`config.mk`:
```
export PLATFORM = sky130hd
export DESIGN_NAME = mem_bus_arbiter
export DESIGN_NICKNAME = d
export VERILOG_FILES = /design/src/rtl/mem_bus_arbiter_pkg.sv /design/src/rtl/mem_bus_arbiter_sat_counter.sv /design/src/rtl/mem_bus_arbiter.sv
export SDC_FILE = /design/constraint.sdc
export NUM_CORES = 1
export LEC_CHECK = 0
export ABC_AREA = 1
export BUFFER_PORTS_ARGS = -buffer_cell sky130_fd_sc_hd__buf_2
export CAP_MARGIN = 10
export CORE_MARGIN = 3
export CORE_UTILIZATION = 40
export CTS_CLUSTER_DIAMETER = 40
export DETAILED_ROUTE_END_ITERATION = 7
export GPL_TIMING_DRIVEN = 1
export PLACE_DENSITY = 0.93
export SLEW_MARGIN = 10
export SYNTH_ARGS = -nofsm -noshare
export SYNTH_HDL_FRONTEND = slang
export SYNTH_SLANG_ARGS = --single-unit
```
`constraint.sdc`:
```
create_clock -name clk -period 5.18 [get_ports clk]
set_clock_uncertainty 0.15 [all_clocks]
set_input_delay 1.554 -clock clk [delete_from_list [all_inputs] [get_ports clk]]
set_output_delay 1.554 -clock clk [all_outputs]
set_load 0.01 [all_outputs]
```
`src/rtl/mem_bus_arbiter_pkg.sv`:
```
// Shared definitions for the work-RAM arbiter: requester indices, the default
// starvation limit and the fixed-priority winner selection.
package mem_bus_arbiter_pkg;

    localparam int REQ_CPU        = 0;
    localparam int REQ_DMA        = 1;
    localparam int NUM_REQ        = 2;
    localparam int STARVE_DEFAULT = 4;

    typedef enum logic [1:0] {
        WIN_NONE = 2'd0,
        WIN_CPU  = 2'd1,
        WIN_DMA  = 2'd2
    } winner_e;

    // CPU wins contention unless the DMA has waited out its full starvation budget.
    function automatic winner_e pick_winner(input logic req_cpu,
                                            input logic req_dma,
                                            input logic dma_starved);
        if (req_cpu && req_dma) begin
            return dma_starved ? WIN_DMA : WIN_CPU;
        end
        if (req_cpu) begin
            return WIN_CPU;
        end
        if (req_dma) begin
            return WIN_DMA;
        end
        return WIN_NONE;
    endfunction

endpackage

```
`src/rtl/mem_bus_arbiter_sat_counter.sv`:
```
// Saturating up-counter with synchronous clear; holds at MAX instead of wrapping.
module sat_counter #(
    parameter int WIDTH = 8,
    parameter int MAX   = (1 << WIDTH) - 1
) (
    input  logic             clk,
    input  logic             reset,
    input  logic             inc,
    input  logic             clr,
    output logic [WIDTH-1:0] count
);

    localparam logic [WIDTH-1:0] MAX_VAL = WIDTH'(MAX);

    logic [WIDTH-1:0] count_reg;
    logic [WIDTH-1:0] count_next;

    always_comb begin
        count_next = count_reg;
        if (clr) begin
            count_next = '0;
        end else if (inc && (count_reg != MAX_VAL)) begin
            count_next = count_reg + 1'b1;
        end
    end

    always_ff @(posedge clk) begin
        if (reset) begin
            count_reg <= '0;
        end else begin
            count_reg <= count_next;
        end
    end

    assign count = count_reg;

endmodule

```
`src/rtl/mem_bus_arbiter.sv`:
```
// Two-master arbiter for the single-port work RAM: CPU has fixed priority,
// the DMA gets a forced grant after STARVE contended cycles.
module mem_bus_arbiter
    import mem_bus_arbiter_pkg::*;
#(
    parameter int ADDR_W = 8,
    parameter int DATA_W = 8,
    parameter int STARVE = STARVE_DEFAULT
) (
    input  logic              clk,
    input  logic              reset,
    input  logic              req0,
    input  logic              req1,
    input  logic              we0,
    input  logic              we1,
    input  logic [ADDR_W-1:0] addr0,
    input  logic [ADDR_W-1:0] addr1,
    input  logic [DATA_W-1:0] wdata0,
    input  logic [DATA_W-1:0] wdata1,
    output logic              gnt0,
    output logic              gnt1,
    output logic              rvalid0,
    output logic              rvalid1,
    output logic [DATA_W-1:0] rdata,
    output logic              mem_en,
    output logic              mem_we,
    output logic [ADDR_W-1:0] mem_addr,
    output logic [DATA_W-1:0] mem_wdata,
    input  logic [DATA_W-1:0] mem_rdata,
    output logic [3:0]        starve_cnt,
    output logic [7:0]        contention
);

    localparam logic [3:0] STARVE_LIM = 4'(STARVE);

    logic              req_vec   [NUM_REQ];
    logic              we_vec    [NUM_REQ];
    logic [ADDR_W-1:0] addr_vec  [NUM_REQ];
    logic [DATA_W-1:0] wdata_vec [NUM_REQ];
    logic              gnt_vec   [NUM_REQ];
    logic              rvalid_reg[NUM_REQ];

    winner_e winner;

    assign req_vec[REQ_CPU]   = req0;
    assign req_vec[REQ_DMA]   = req1;
    assign we_vec[REQ_CPU]    = we0;
    assign we_vec[REQ_DMA]    = we1;
    assign addr_vec[REQ_CPU]  = addr0;
    assign addr_vec[REQ_DMA]  = addr1;
    assign wdata_vec[REQ_CPU] = wdata0;
    assign wdata_vec[REQ_DMA] = wdata1;

    // Grants are suppressed while reset is held so nothing reaches the RAM.
    always_comb begin
        winner = WIN_NONE;
        if (!reset) begin
            winner = pick_winner(req_vec[REQ_CPU], req_vec[REQ_DMA],
                                 starve_cnt == STARVE_LIM);
        end
    end

    always_comb begin
        gnt_vec[REQ_CPU] = 1'b0;
        gnt_vec[REQ_DMA] = 1'b0;
        case (winner)
            WIN_CPU: gnt_vec[REQ_CPU] = 1'b1;
            WIN_DMA: gnt_vec[REQ_DMA] = 1'b1;
            default: ;
        endcase
    end

    assign gnt0 = gnt_vec[REQ_CPU];
    assign gnt1 = gnt_vec[REQ_DMA];

    always_comb begin
        mem_en    = 1'b0;
        mem_we    = 1'b0;
        mem_addr  = '0;
        mem_wdata = '0;
        for (int i = 0; i < NUM_REQ; i++) begin
            if (gnt_vec[i]) begin
                mem_en    = 1'b1;
                mem_we    = we_vec[i];
                mem_addr  = addr_vec[i];
                mem_wdata = wdata_vec[i];
            end
        end
    end

    // One-cycle read-return strobe per requester, aligned with mem_rdata.
    generate
        for (genvar gi = 0; gi < NUM_REQ; gi++) begin : g_rvalid
            always_ff @(posedge clk) begin
                if (reset) begin
                    rvalid_reg[gi] <= 1'b0;
                end else begin
                    rvalid_reg[gi] <= gnt_vec[gi] & ~we_vec[gi];
                end
            end
        end
    endgenerate

    assign rvalid0 = rvalid_reg[REQ_CPU];
    assign rvalid1 = rvalid_reg[REQ_DMA];
    assign rdata   = mem_rdata;

    sat_counter #(
        .WIDTH (4),
        .MAX   (STARVE)
    ) u_starve_cnt (
        .clk   (clk),
        .reset (reset),
        .inc   (req_vec[REQ_DMA] & ~gnt_vec[REQ_DMA]),
        .clr   (~req_vec[REQ_DMA] | gnt_vec[REQ_DMA]),
        .count (starve_cnt)
    );

    sat_counter #(
        .WIDTH (8),
        .MAX   (255)
    ) u_contention (
        .clk   (clk),
        .reset (reset),
        .inc   (req_vec[REQ_CPU] & req_vec[REQ_DMA]),
        .clr   (1'b0),
        .count (contention)
    );

endmodule

```
==> results of run 1 <==
==> through the flow <==
step	cells	hold slack (ns)
after CTS	266	0.356
after detailed placement	263	0.339
after global placement	263	0.342
after global routing	266	0.380
final	266	0.356
after floorplan	174	0.364
==> critical path: stages <==
cell      delay [ns]
buf_2           0.13
inv_2           0.13
o211ai_1        0.14
inv_1           0.10
ha_1            0.50
nand3_1         0.14
nand2_1         0.09
buf_2           0.13
==> layout by cell type, fill, tap and decap left out, drive strengths merged <==
master  netlist  final
nand3b        1      1
nand2        63     63
dfxtp        14     14
inv          17     17
a21oi        10     10
clkbuf        0      3
nand3        26     26
xor2          1      1
nor3b         2      2
o211ai        1      1
ha            6      6
and3          1      1
nand4         1      1
nor3          4      4
clkinv        1      1
buf          13     72
nor2         13     13
==> power by group through the flow <==
stage	Clock (mW)	Combinational [mW]	Sequential, mW
floorplan	0	0.0356	0.115
global placement	0	0.0576	0.114
detailed placement	0	0.0587	0.114
CTS	0.0616	0.0590	0.112
global route	0.0679	0.0657	0.112
finish	0.0580	0.0586	0.112
==> cell families after synthesis <==
| kind of cell | share of synthesized area |
|---|---|
| simple gates | 0.469 |
| buf+inv | 0.145 |
| flops | 0.256 |
| compound gates | 0.0526 |
| fa+ha+maj | 0.0686 |
| xor+xnor | 0.00801 |
==> final cells by class <==
cell class	count	area share
timing repair buffer	72	0.254
inverter	18	0.0499
clock buffer	3	0.0158
multi-input combinational	129	0.458
sequential	14	0.196
tap	30	0.0263
==> per-layer routing <==
| metal | vias to the layer above | track usage |
|---|---|---|
| met5 | - | 0 |
| met4 | 0 | 0.0430 |
| met3 | 6 | 0.0445 |
| met2 | 39 | 0.305 |
| met1 | 542 | 0.206 |
| li1 | 672 | - |
==> final timing paths <==
check,slack (ns),end,from,cells after the start
setup / recovery,0.56,mem_wdata[3],reset,8
hold / removal,0.36,u_starve_cnt.count[3],u_starve_cnt.count[3],2
setup reg to reg,2.99,u_starve_cnt.count[0],u_starve_cnt.count[0],11
hold reg to reg,0.36,u_starve_cnt.count[3],u_starve_cnt.count[3],2
==> reports/results.ini, run 1 <==
[timing]
min_period_ns = 4.62
slew_headroom = 0.636
worst_slew_pin_slew_ns = 0.546
drv_slew = 0
finalSetupViolations = 0
worst_slack_ns = 0.558
hold_viol_final = 0
finalSetupTns_ns = 0
rsz0062_at_grt = no
max_freq_mhz = 216
finalCritPeriodShare = 0.892

[global_routing]
grtUsageTotal = 0.173
grt_pass1_wl_um = 4690
grt_antenna_before_repair = 0
grt_pass1_vias = 1076
grt-ovfl-total = 0
grt_max_degree = 20

[critical_path]
end_kind = primary output
crit_path_start_kind = primary input
required_ns = 3.48
cp_max_fo = 17
critPathArrivalTime_ns = 2.92
crit_type = primary input to primary output

[clock_tree]
clk_pin_slew_ns = 0.07
cts.sinks = 14
tritoncts = built
cts-root-buf = clkbuf_4
cts_resized = 0
cts_setup_buffers = 0
ctsHoldBuffers = 0
cts_buffers = 3
insertion_delay_ns = 0.27
cts_max_level = 1
ctsLongestPathBuffers = 2

[placed_design]
place_area_um2 = 1410
place_hpwl_um = 2350
port_buffers = 71
gp_congestion = 0.811
place_ws_ns = 0.544

[power_and_ir_drop]
total_power_mw = 0.228
intPower_mw = 0.163
switching_share = 0.286
power_density_nw_per_um2 = 160
ir_drop_mv = 0.155
p_leak_nw = 0.843
pwr-share-seq = 0.489
clkPwrFrac = 0.254
p_sw_mw = 0.0653
power_frac_comb = 0.257

[routing]
dr.first_iter.drc_count = 45
routedWlPerCell_um = 10.9
drt_first_pass_iters = 4
drc = 0
ant_nets = 0
routed_via_density = 4.73
highest_layer = met4
vias = 1259
route.met3.wl_um = 167
met1Wirelength_um = 1210
wirelength_um = 2890
wl_met2_um = 1470

[yosys]
synth_cell_type_count = 25
syn_area_um2 = 1090
synth-async-reset-ratio = 0
syn_area_per_cell_um2 = 6.28
synth_seq_area_share = 0.256
mappedNetlistNets = 226
syn_inst = 174
synth_top_area_cell = dfxtp_1
yosys_most_used_dff = dfxtp_1
ys_warn_count = 0
synth_edf_count = 0
synth_area_leaders = dfxtp_1 (26%), nand2_1 (21%), nand3_1 (11%)
ys_top_cells_by_count = nand2_1 (60), nand3_1 (24), dfxtp_1 (14)
yosys.area.top_type_share = 0.256
yosysMostFrequentCell = nand2_1
synth.ff_latch_count = 14

[floorplanning]
ioPinCount = 88
die-area_um2 = 3400
core_area_um2 = 2540
initial_core_util = 0.430
rows = 18
die_height_um = 58.3
die_w_um = 58.3

[final_layout]
fin_area_um2 = 1430
fillers = 247
area_growth_syn_to_layout_pct = 30.7
nNetsFinal = 290
diodes = 0
largest_register_ff_count = 8
regArea_um2 = 280
multi_input_area_um2 = 654
fin_util = 0.561
drive_gt1_frac = 0.377

[job]
cap_viol_max_count = 0

[outcome]
outcome = finished, final reports clean

[min_path]
hold_class = register to register

No activity file was read; power rests on OpenSTA's default activity.
==> run 2, diff against run 1 <==
--- a/config.mk
+++ b/config.mk
@@ -12,7 +12,7 @@
 export CORE_UTILIZATION = 40
 export CTS_CLUSTER_DIAMETER = 40
 export DETAILED_ROUTE_END_ITERATION = 7
-export GPL_TIMING_DRIVEN = 1
+export GPL_TIMING_DRIVEN = 0
 export PLACE_DENSITY = 0.93
 export SLEW_MARGIN = 10
 export SYNTH_ARGS = -nofsm -noshare
==> run 2 against run 1 <==
Critical path type unchanged. Non-clock buffer count rose by 20. Global-route usage rose by 2.1 points. Count of clock-buffer cells in the layout rose by 1. Highest routed layer unchanged. Combinational power rose by 19%. Final cell count rose by 7.9%. Routed wire length rose by 8.2%. Total power rose by 13%. Critical endpoint is now mem_addr[5]. Core utilization rose by 5.3 points. Hold slack improved by 0.0014 ns. Die area did not move.
==> reports/results.ini, run 2 (synthesis gave the netlist of run 1 again) <==
[final_layout]
nNetsFinal = 310
multi_input_area_um2 = 654
drive_gt1_frac = 0.428
layout_common_cells = buf_2 (83), nand2_1 (60), nand3_1 (24)
fillers = 238
regArea_um2 = 280
largest_register_ff_count = 8
layout_commonest_cell = buf_2
final_cells = 287
diodes = 0
area_growth_syn_to_layout_pct = 42.9

[floorplanning]
core_area_um2 = 2540
rows = 18
ioPinCount = 88
die_w_um = 58.3
die-area_um2 = 3400
die_height_um = 58.3
initial_core_util = 0.430

[timing]
worst_slack_ns = 0.468
finalSetupViolations = 0
hold_viol_final = 0
slew_headroom = 0.853
min_period_ns = 4.71
finalCritPeriodShare = 0.910
worst_slew_pin_slew_ns = 0.220
rsz0062_at_grt = no
finalSetupTns_ns = 0
drv_slew = 0
max_freq_mhz = 212

[routing]
drc = 0
ant_nets = 0
drt_first_pass_iters = 4
vias = 1353
wirelength_um = 3120
routed_via_density = 4.71
route.met3.wl_um = 173
highest_layer = met4
wl_met2_um = 1620
routedWlPerCell_um = 10.9
dr.first_iter.drc_count = 43
met1Wirelength_um = 1280

[placed_design]
placed_cells = 283
gp_congestion = 0.802
port_buffers = 79
place_hpwl_um = 2610
place_ws_ns = 0.478

[power_and_ir_drop]
total_power_mw = 0.258
power_density_nw_per_um2 = 165
p_leak_nw = 0.938
ir_drop_mv = 0.149

[clock_tree]
cts-root-buf = clkbuf_4
cts_max_level = 1
ctsLongestPathBuffers = 2
tritoncts = built
clk_pin_slew_ns = 0.08
cts_setup_buffers = 0
insertion_delay_ns = 0.28
cts_buffers = 3
ctsHoldBuffers = 0
cts.sinks = 14
cts_resized = 0

[critical_path]
required_ns = 3.48
crit_path_start_kind = primary input
reg2reg_depth = 12
crit_type = primary input to primary output
reg2reg_to = u_starve_cnt.count[2]
regToRegSetupSlack_ns = 3.00
path_delay_family = buffers and inverters
end_kind = primary output
path_cells = buf_2, inv_2, o211ai_1, ha_1, buf_4, inv_4, buf_2, nand3_1, nand2_1, buf_2
cp_max_fo = 10
r2r_start = u_starve_cnt.count[0]
cpMostUsedCell = buf_2
crit_buf_inv = 6
slowest_delay_ns = 0.23
critPathArrivalTime_ns = 3.01
cpMaxStageDelayCell = ha_1

[outcome]
outcome = finished, final reports clean

[min_path]
hold_start = u_starve_cnt.count[3]
min_path_cells = 2
hold_class = register to register
whs_endpoint = u_starve_cnt.count[3]

[global_routing]
grt_antenna_before_repair = 0
grt-ovfl-total = 0
grt_pass1_wl_um = 5220
grt_pass1_vias = 1255
grt_max_degree = 11
grtUsageTotal = 0.194

[job]
cap_viol_max_count = 0

-- run 2: cell types whose count changed in the layout (fill, tap and decap cells not counted), sizes merged --
cell    previous run  this run
buf               72        92
clkbuf             3         4
-- run 2: worst reg2reg max path, delay by kind of cell (launching register included) --
kind / cells / cell delay [ns]
simple gates: 5 / 0.57
buf+inv: 4 / 0.48
flops: 1 / 0.42
fa+ha+maj: 2 / 0.39
compound gates: 1 / 0.11
-- run 2: worst max path at each step --
stage / start / end / slack (ns) / cells past startpoint
global route: reset / mem_addr[5] / 0.32 / 10
global placement: reset / mem_addr[5] / 0.47 / 10
floorplan: reset / mem_addr[0] / 0.84 / 8
finish: reset / mem_addr[5] / 0.47 / 10
detailed placement: reset / mem_addr[5] / 0.48 / 10
CTS: reset / mem_addr[5] / 0.47 / 10
-- run 2: stage by stage --
| step | hold WS [ns] | utilization | cell area, um2 |
|---|---|---|---|
| 6_report | 0.357 | 0.614 | 1560 |
| 5_1_grt | 0.394 | 0.614 | 1560 |
| 4_1_cts | 0.365 | 0.614 | 1560 |
| 3_5_place_dp | 0.353 | 0.600 | 1530 |
| 3_3_place_gp | 0.342 | 0.600 | 1530 |
| 2_1_floorplan | 0.364 | - | 1090 |
-- run 2: area by class of cell --
type                            instances  share of cell area
Multi-Input combinational cell        129               0.419
Timing Repair Buffer                   79               0.253
Sequential cell                        14               0.179
Buffer                                 13              0.0560
Inverter                               18              0.0456
Tap cell                               30              0.0240
Clock buffer                            4              0.0232
-- run 2: power by group --
| group | switching (mW) | internal (mW) |
|---|---|---|
| Combinational | 0.0364 | 0.0331 |
| Clock | 0.0346 | 0.0428 |
| Sequential | 0.00192 | 0.109 |
| Total | 0.0729 | 0.185 |
-- run 2: metal layers --
metal,vias up,GRT usage
met5,-,0
met4,0,0.0563
met3,9,0.0557
met2,45,0.338
met1,581,0.228
li1,718,-
